**config.mk**
```make
export PLATFORM = sky130hd
export DESIGN_NAME = nv_nvdla_cacc_group_ctrl
export DESIGN_NICKNAME = d
export VERILOG_FILES = /design/src/rtl/nv_nvdla_cacc_group_ctrl.sv
export SDC_FILE = /design/constraint.sdc
export NUM_CORES = 1
export LEC_CHECK = 0
export BUFFER_PORTS_ARGS = -buffer_cell sky130_fd_sc_hd__buf_2
export CAP_MARGIN = 40
export CORE_AREA = 2 2 39 41
export CTS_CLUSTER_DIAMETER = 200
export DETAILED_ROUTE_END_ITERATION = 7
export DIE_AREA = 0 0 41 43
export PLACE_DENSITY = 0.7
export SLEW_MARGIN = 25
export SYNTH_ARGS = -nofsm -noshare
export SYNTH_HDL_FRONTEND = slang
export SYNTH_SLANG_ARGS = --single-unit
export TNS_END_PERCENT = 100
```
**constraint.sdc**
```tcl
create_clock -name nvdla_core_clk -period 1.6 [get_ports nvdla_core_clk]
set_input_delay 0.08 -clock nvdla_core_clk [delete_from_list [all_inputs] [get_ports nvdla_core_clk]]
set_output_delay 0.08 -clock nvdla_core_clk [all_outputs]
set_load 0.01 [all_outputs]
```
**src/rtl/nv_nvdla_cacc_group_ctrl.sv**
```systemverilog
// rtl/nv_nvdla_cacc_group_ctrl.sv - ping-pong register group launch/completion controller for CACC
//
// Sequences layers across two software register groups. Hardware owns group
// "consumer": when that group's op_en is set, the controller launches the layer,
// waits for the datapath done pulse, clears the op_en, raises the done interrupt,
// and then hands ownership to the other group.
//
// Ports:
//   nvdla_core_clk     in   core clock
//   nvdla_core_rstn    in   asynchronous active-low reset
//   producer           in   group software is currently programming
//   reg2dp_d0_op_en    in   group 0 launch request (level)
//   reg2dp_d1_op_en    in   group 1 launch request (level)
//   dp2reg_done        in   layer-complete pulse from the datapath
//   consumer           out  group owned by hardware
//   status_0/status_1  out  per-group state: 0 idle, 1 running, 2 pending
//   op_load            out  one-cycle pulse, start layer with group "consumer"
//   d0/d1_op_en_clr    out  one-cycle pulse clearing that group's op_en
//   intr_done          out  one-cycle pulse per group at layer completion
//   wr_conflict        out  sticky: software re-armed the group that is running
//   done_err           out  sticky: done pulse arrived outside BUSY
module nv_nvdla_cacc_group_ctrl (
   input  logic       nvdla_core_clk,
   input  logic       nvdla_core_rstn,
   input  logic       producer,
   input  logic       reg2dp_d0_op_en,
   input  logic       reg2dp_d1_op_en,
   input  logic       dp2reg_done,
   output logic       consumer,
   output logic [1:0] status_0,
   output logic [1:0] status_1,
   output logic       op_load,
   output logic       d0_op_en_clr,
   output logic       d1_op_en_clr,
   output logic [1:0] intr_done,
   output logic       wr_conflict,
   output logic       done_err
);

   typedef enum logic [1:0] {
      IDLE   = 2'd0,
      LAUNCH = 2'd1,
      BUSY   = 2'd2,
      DONE   = 2'd3
   } state_t;

   state_t     state;
   state_t     state_nxt;
   logic       d0_op_en_q;
   logic       d1_op_en_q;
   logic       cons_op_en;
   logic       cons_op_en_q;
   logic       hw_active;
   logic [1:0] status_0_nxt;
   logic [1:0] status_1_nxt;
   logic       conflict_set;
   logic       done_err_set;

   // op_en of the hardware-owned group, now and one cycle ago (for edge detect)
   assign cons_op_en   = consumer ? reg2dp_d1_op_en : reg2dp_d0_op_en;
   assign cons_op_en_q = consumer ? d1_op_en_q      : d0_op_en_q;

   always_comb begin
      state_nxt    = state;
      op_load      = 1'b0;
      d0_op_en_clr = 1'b0;
      d1_op_en_clr = 1'b0;
      hw_active    = 1'b0;
      conflict_set = 1'b0;
      done_err_set = 1'b0;
      case (state)
         IDLE: begin
            if (cons_op_en) begin
               state_nxt = LAUNCH;
            end
            done_err_set = dp2reg_done;
         end
         LAUNCH: begin
            op_load      = 1'b1;
            hw_active    = 1'b1;
            state_nxt    = BUSY;
            done_err_set = dp2reg_done;
            conflict_set = (producer == consumer) && cons_op_en && !cons_op_en_q;
         end
         BUSY: begin
            // op_en dropping here does not abort; only the done pulse ends the layer
            hw_active    = 1'b1;
            conflict_set = (producer == consumer) && cons_op_en && !cons_op_en_q;
            if (dp2reg_done) begin
               state_nxt = DONE;
            end
         end
         DONE: begin
            hw_active    = 1'b1;
            d0_op_en_clr = !consumer;
            d1_op_en_clr = consumer;
            done_err_set = dp2reg_done;
            state_nxt    = IDLE;
         end
         default: state_nxt = IDLE;
      endcase
      status_0_nxt = (hw_active && !consumer) ? 2'd1 : (reg2dp_d0_op_en ? 2'd2 : 2'd0);
      status_1_nxt = (hw_active &&  consumer) ? 2'd1 : (reg2dp_d1_op_en ? 2'd2 : 2'd0);
   end

   assign intr_done = {d1_op_en_clr, d0_op_en_clr};

   always_ff @(posedge nvdla_core_clk or negedge nvdla_core_rstn) begin
      if (!nvdla_core_rstn) begin
         state       <= IDLE;
         consumer    <= 1'b0;
         status_0    <= 2'd0;
         status_1    <= 2'd0;
         d0_op_en_q  <= 1'b0;
         d1_op_en_q  <= 1'b0;
         wr_conflict <= 1'b0;
         done_err    <= 1'b0;
      end else begin
         state      <= state_nxt;
         status_0   <= status_0_nxt;
         status_1   <= status_1_nxt;
         d0_op_en_q <= reg2dp_d0_op_en;
         d1_op_en_q <= reg2dp_d1_op_en;
         // ownership flips as DONE exits so the next IDLE looks at the other group
         if (state == DONE) begin
            consumer <= !consumer;
         end
         if (conflict_set) begin
            wr_conflict <= 1'b1;
         end
         if (done_err_set) begin
            done_err <= 1'b1;
         end
      end
   end

endmodule
```
== Word level (Yosys, flattened, before mapping) ==
Cells that the tools add are included.
Operators by class
  equality and inequality tests: 6
  muxes and demuxes: 15
  reduce and logical (&&, ||, !) cells: 11
Operators by type and width (number)
  2-bit two-way mux: 6
  1-bit two-way mux: 8
  2-bit case mux with 4 select lines: 1
  3-bit OR reduction: 2
  2-bit == test (second input constant): 2
  1-bit logical AND: 4
  2-bit != test (second input constant): 2
  2-bit by 1-bit == test with 1-bit output (second input constant): 1
  1-bit logical NOT: 2
  2-bit logical NOT: 1
  2-bit AND reduction: 1
  2-bit OR reduction: 1
  1-bit == test: 1
Storage, ports and cells
  flip-flop bits (word level): 11
  bits of input ports: 6
  output and inout bits: 12
  logic and storage cells: 40

== Longest topological paths before layout ==
  word-level depth: 5
  gate-level depth with buffers: 5
  mapped depth without buffers: 5

== Least setup slack after synthesis ==
Ideal clock, no wire load.
  path kind: reg2reg
  start: reg state[0]
  end: reg state[1]
  library setup time: 0.125 ns
  arrival: 1.185 ns
  required time: 1.475 ns
  setup slack: 0.290 ns
  stages on the path, launching flop included: 6
  path buffers: 0
  clock period less this slack: 1.310 ns
  cells stage by stage: dfrtp_1 -> inv_1 -> ha_1 -> inv_1 -> a2bb2oi_2 -> mux2_4
Between the ends
  longest elaborated chain between the ends: 3
  elaborated cells on any way between the ends: 8
  those cells by class: eq/ne: 5; mux: 1; reduce/logical: 2
Ends and longest elaborated chain
  start: declaration: line 47  | state_t state;
  start signal: assignment: line 119  | state <= state_nxt;
  2-bit == test or 2-bit logical NOT (tied branches): line 71  | case (state)
  2-bit != test (no source line)
  2-bit AND reduction (no source line)
Several ways; a longest one is shown, not always the timed one.
A chain may end at the register's enable or synchronous reset.

== Worst setup path in the final report ==
Ends and elaborated chain as after synthesis.

==> flow_results.org <==
** Worst setup path
- In this run the number of cells on the critical path is 5.
- Timing startpoint of the critical path :: state[0]$_DFFE_PN0P_
- STA classifies the critical path startpoint as a flip-flop.
- The critical path is of the reg2reg type.
- Kind of cell adding the most delay to the critical path :: flip-flops
- For the worst flop-to-flop path, the logic depth is 5.
- Required time reported for the critical path endpoint :: 1750 ps
- STA classifies the critical path endpoint as a flip-flop.
- Walking the worst path, the cells encountered are inv_1 -> ha_1 -> inv_1 -> a2bb2oi_2 -> mux2_4.
- Setup slack on the worst reg-to-reg path comes out at 220 ps.
- Startpoint of the worst register-to-register path :: state[0]$_DFFE_PN0P_
- Endpoint of the worst setup timing path :: state[1]$_DFFE_PN0P_
- Worst path max stage delay :: a little under 400 ps
- Maximum fanout count along the critical path :: 4
- Together, buffers and inverters on the worst path number 2.
- Data arrives at the worst endpoint at 1540 ps.
- Capture instance of the worst register-to-register path :: state[1]$_DFFE_PN0P_
- Cell type with the highest occurrence count on the critical path :: sky130_fd_sc_hd__inv_1
- On the critical path, the stage with the largest delay is an instance of sky130_fd_sc_hd__dfrtp_1.

** Finish
- Total area of multi-input combinational cells :: 205 um2
- 0 antenna diodes ended up in the layout.
- Share of layout cells above drive strength 1 :: 38.7%
- The top cell types in the final layout, fill and taps aside, are sky130_fd_sc_hd__buf_2 (17), sky130_fd_sc_hd__dfrtp_1 (11), sky130_fd_sc_hd__ha_1 (5).
- Non-Filler Cell Area, Final :: roughly 660 um2
- From synthesis to final layout, the design area changed by 27.5%.
- The filler cells instantiated in the layout total 131.
- Final core utilization :: 47.7%
- Once layout is complete, the cells apart from fillers number 78.
- Sequential cell area :: 275 um2
- Leaving out fill and tap cells, the most frequent cell in the layout is sky130_fd_sc_hd__buf_2.
- Final #Nets :: between 70 and 80

** Die
- The initialized floorplan defines 14 standard-cell rows.
- The die covers 0.00176 mm2.
- After floorplanning, the core was sized to cover 0.00138 mm2.
- Top Ports :: 18
- Initial core utilization :: a little under two fifths
- Die W :: slightly above 40 um
- Height of the chip :: 43 um

** Placed design
- After detailed placement, the total cell area comes to 604 um2.
- At the end of routability-driven placement, the weighted congestion stood at 0.631.
- After detailed placement, the design holds a cell count of about 70.
- Port buffering added 17 buffers.
- The HPWL after detailed placement is between 600 and 700 um.
- Worst-case setup slack after placement :: 226 ps

** Logic synthesis
- After synthesis, the largest family of logic cells by area is simple AND/OR/NAND/NOR gates.
- The number of nets handed over by synthesis was around 50.
- Share of synthesized cell area in and, or, nand and nor gates :: 13.3%
- The synthesized netlist devotes under 10% of its cell area to compound gates.
- The synthesized design spends more area on one cell type than any other, namely sky130_fd_sc_hd__dfrtp_1.
- The synthesized netlist devotes under 10% of its cell area to XOR and XNOR gates.
- Number of different library cells in the post-synthesis netlist :: 20
- Mapped Avg Cell Area :: 12.9 um2
- Share of the yosys chip area belonging to registers :: a little over half
- Yosys printed 0 warnings.
- After Yosys synthesis, full adders, half adders and majority gates account for 12.1% of the synthesized area.
- Post-Synthesis Cells :: 40
- Number of synthesized register bits :: 11
- Fraction of synthesized area in multiplexers :: under 10%
- Synth top area share :: 53.1%
- Synth Cell Area :: 518 um2
- Cell types occupying the most area after synthesis :: sky130_fd_sc_hd__dfrtp_1 (53%), sky130_fd_sc_hd__ha_1 (12%), sky130_fd_sc_hd__nor2b_1 (3.6%)

** Clock network
- TritonCTS built the clock tree.
- The clock passes through at most 2 buffers.
- In this run the number of H-tree levels came out at 1.
- In this run, CTS created clock tree buffers numbering 3.
- The clock reaches the later pin of the worst-skew pair after between 200 and 300 ps.
- Buffer cell driving the clock tree root :: sky130_fd_sc_hd__clkbuf_4
- Clock-pin slew was measured on the worst setup and hold paths at ~70 ps.
- Number of post-CTS setup repair buffers :: 0
- The clock drives 11 sinks.

** STA
- At the pin with the least slew margin, the transition time is 238 ps.
- Time the final worst path needs with I/O delays and setup :: 1380 ps
- Period Utilization, post-route :: 86.5%
- The max-slew violation count is 0.
- PnR worst setup slack :: 217 ps
- Worst relative slew slack :: 83.9%
- Between clock sinks in the finished design, the worst skew comes to 0.562 ps.
- Adding up every negative setup slack in the final design gives 0 ps.
- Final-report hold violation count :: 0
- Final setup fails :: 0
- Highest clock rate :: between 700 and 800 MHz
- Hold slack final :: 61.1 ps
- Setup repair after global routing missed its margin :: no

** Global route
- The number of global-route vias before repair is ~320.
- Global routing consumed, on the met3 layer, 4.71% of the routing resources.
- Number of antenna violations at the first check in global routing :: 0
- Entering global routing, the biggest net connects 12 pins.
- Met1 track demand over resource :: around 16%
- The layer flagged by global routing as most heavily used is met1.
- Global routing consumed, over all layers together, 12.3% of the routing resources.
- Summed over all layers, the global routing overflow is 0.
- Global-route wire length before repair :: 1.35 mm
- For this run, global-route usage on met2 was measured as 15.3%.

** Drt
- In the final routed layout, each cell accounts on average for around 11 um.
- Number of remaining DRC errors :: 0
- Total Routed Length :: 851 um
- Number of vias per cell after detailed routing :: about 4.4
- Number of detailed-routing iterations run before antenna repair :: 4
- The first routing iteration left 2 violations.
- Antenna violation net count after detailed routing :: 0
- Count of vias placed by the detailed router :: 346

** Power and ir drop
- Total power :: between 1 and 1.5 mW
- IR analysis of the VDD net gives a maximum drop of 0.000725 V.
- Summed over all cells, the static leakage comes to around 0.34 nW.
- In this run the power density over the cells is 1830 mW/mm2.

** Flow run
- The tool flagged a number of max-cap violations equal to 0.

** Worst hold path
- The tightest min-delay check is of the in2reg type.

** Run status
- The flow ran to the end, and the final reports show no timing, DRC or antenna violations.
==> layer usage <==
| layer | part of all wire [%] | up-vias |
|---|---|---|
| li1 | - | 171 |
| met1 | 51 | 159 |
| met2 | 40 | 14 |
| met3 | 6.6 | 2 |
| met4 | 1.8 | 0 |
| met5 | 0 | - |
==> registers in the layout, indices dropped and copies added (netlist names) <==
register     flops
status_0         2
consumer         1
done_err         1
d1_op_en_q       1
wr_conflict      1
status_1         2
state            2
d0_op_en_q       1
==> worst register-to-register path: stages, from the launching register on <==
cell,delay (ps)
sky130_fd_sc_hd__dfrtp_1,390
sky130_fd_sc_hd__inv_1,90
sky130_fd_sc_hd__ha_1,210
sky130_fd_sc_hd__inv_1,80
sky130_fd_sc_hd__a2bb2oi_2,180
sky130_fd_sc_hd__mux2_4,310
==> power by group <==
group          switching (mW)  internal (mW)
logic                   0.294          0.294
clock network          0.0879         0.0964
registers              0.0545          0.378
total                   0.437          0.769
==> kinds of logic after synthesis <==
logic type,count (synthesis)
AND/OR/NAND/NOR,11
flip-flops,11
buffers and inverters,6
adder cells (fa/ha/maj),5
AO/OA/AOI/OAI,4
multiplexers,2
XOR/XNOR,1
==> worst min path at each step <==
stage,endpoint,slack [ps],depth (start not counted),from
3_5_place_dp,status_1[0]$_DFF_PN0_,-40,1,nvdla_core_rstn
2_1_floorplan,consumer$_DFFE_PN0N_,-220,0,nvdla_core_rstn
4_1_cts,done_err$_DFFE_PN0P_,50,2,dp2reg_done
5_1_grt,done_err$_DFFE_PN0P_,50,2,dp2reg_done
6_report,done_err$_DFFE_PN0P_,60,2,dp2reg_done
3_3_place_gp,status_1[1]$_DFF_PN0_,-40,1,nvdla_core_rstn
==> synthesized netlist by cell type, drive strengths merged <==
| library cell | number |
|---|---|
| nand2 | 1 |
| nor2 | 2 |
| mux2i | 1 |
| a2bb2oi | 2 |
| and2 | 1 |
| inv | 3 |
| buf | 3 |
| nand2b | 1 |
| dfrtp | 11 |
| a21o | 1 |
| xor2 | 1 |
| mux2 | 1 |
| and2b | 1 |
| nor4b | 1 |
| nor2b | 3 |
| and4b | 1 |
| ha | 5 |
| o21ai | 1 |
==> repair_timing <==
action,4_1_cts,5_1_grt
hold buffers,3,0
hold endpoints to repair,13,0
gates resized for setup,0,0
==> cell type report <==
| class | instances | share of cell area (%) |
|---|---|---|
| sequential | 11 | 41.7 |
| timing repair buffer | 21 | 18.6 |
| clock buffer | 4 | 3.98 |
| multi-input combinational | 23 | 31.1 |
| tap | 16 | 3.03 |
| inverter | 3 | 1.70 |
(Power assumes the default switching activity.)
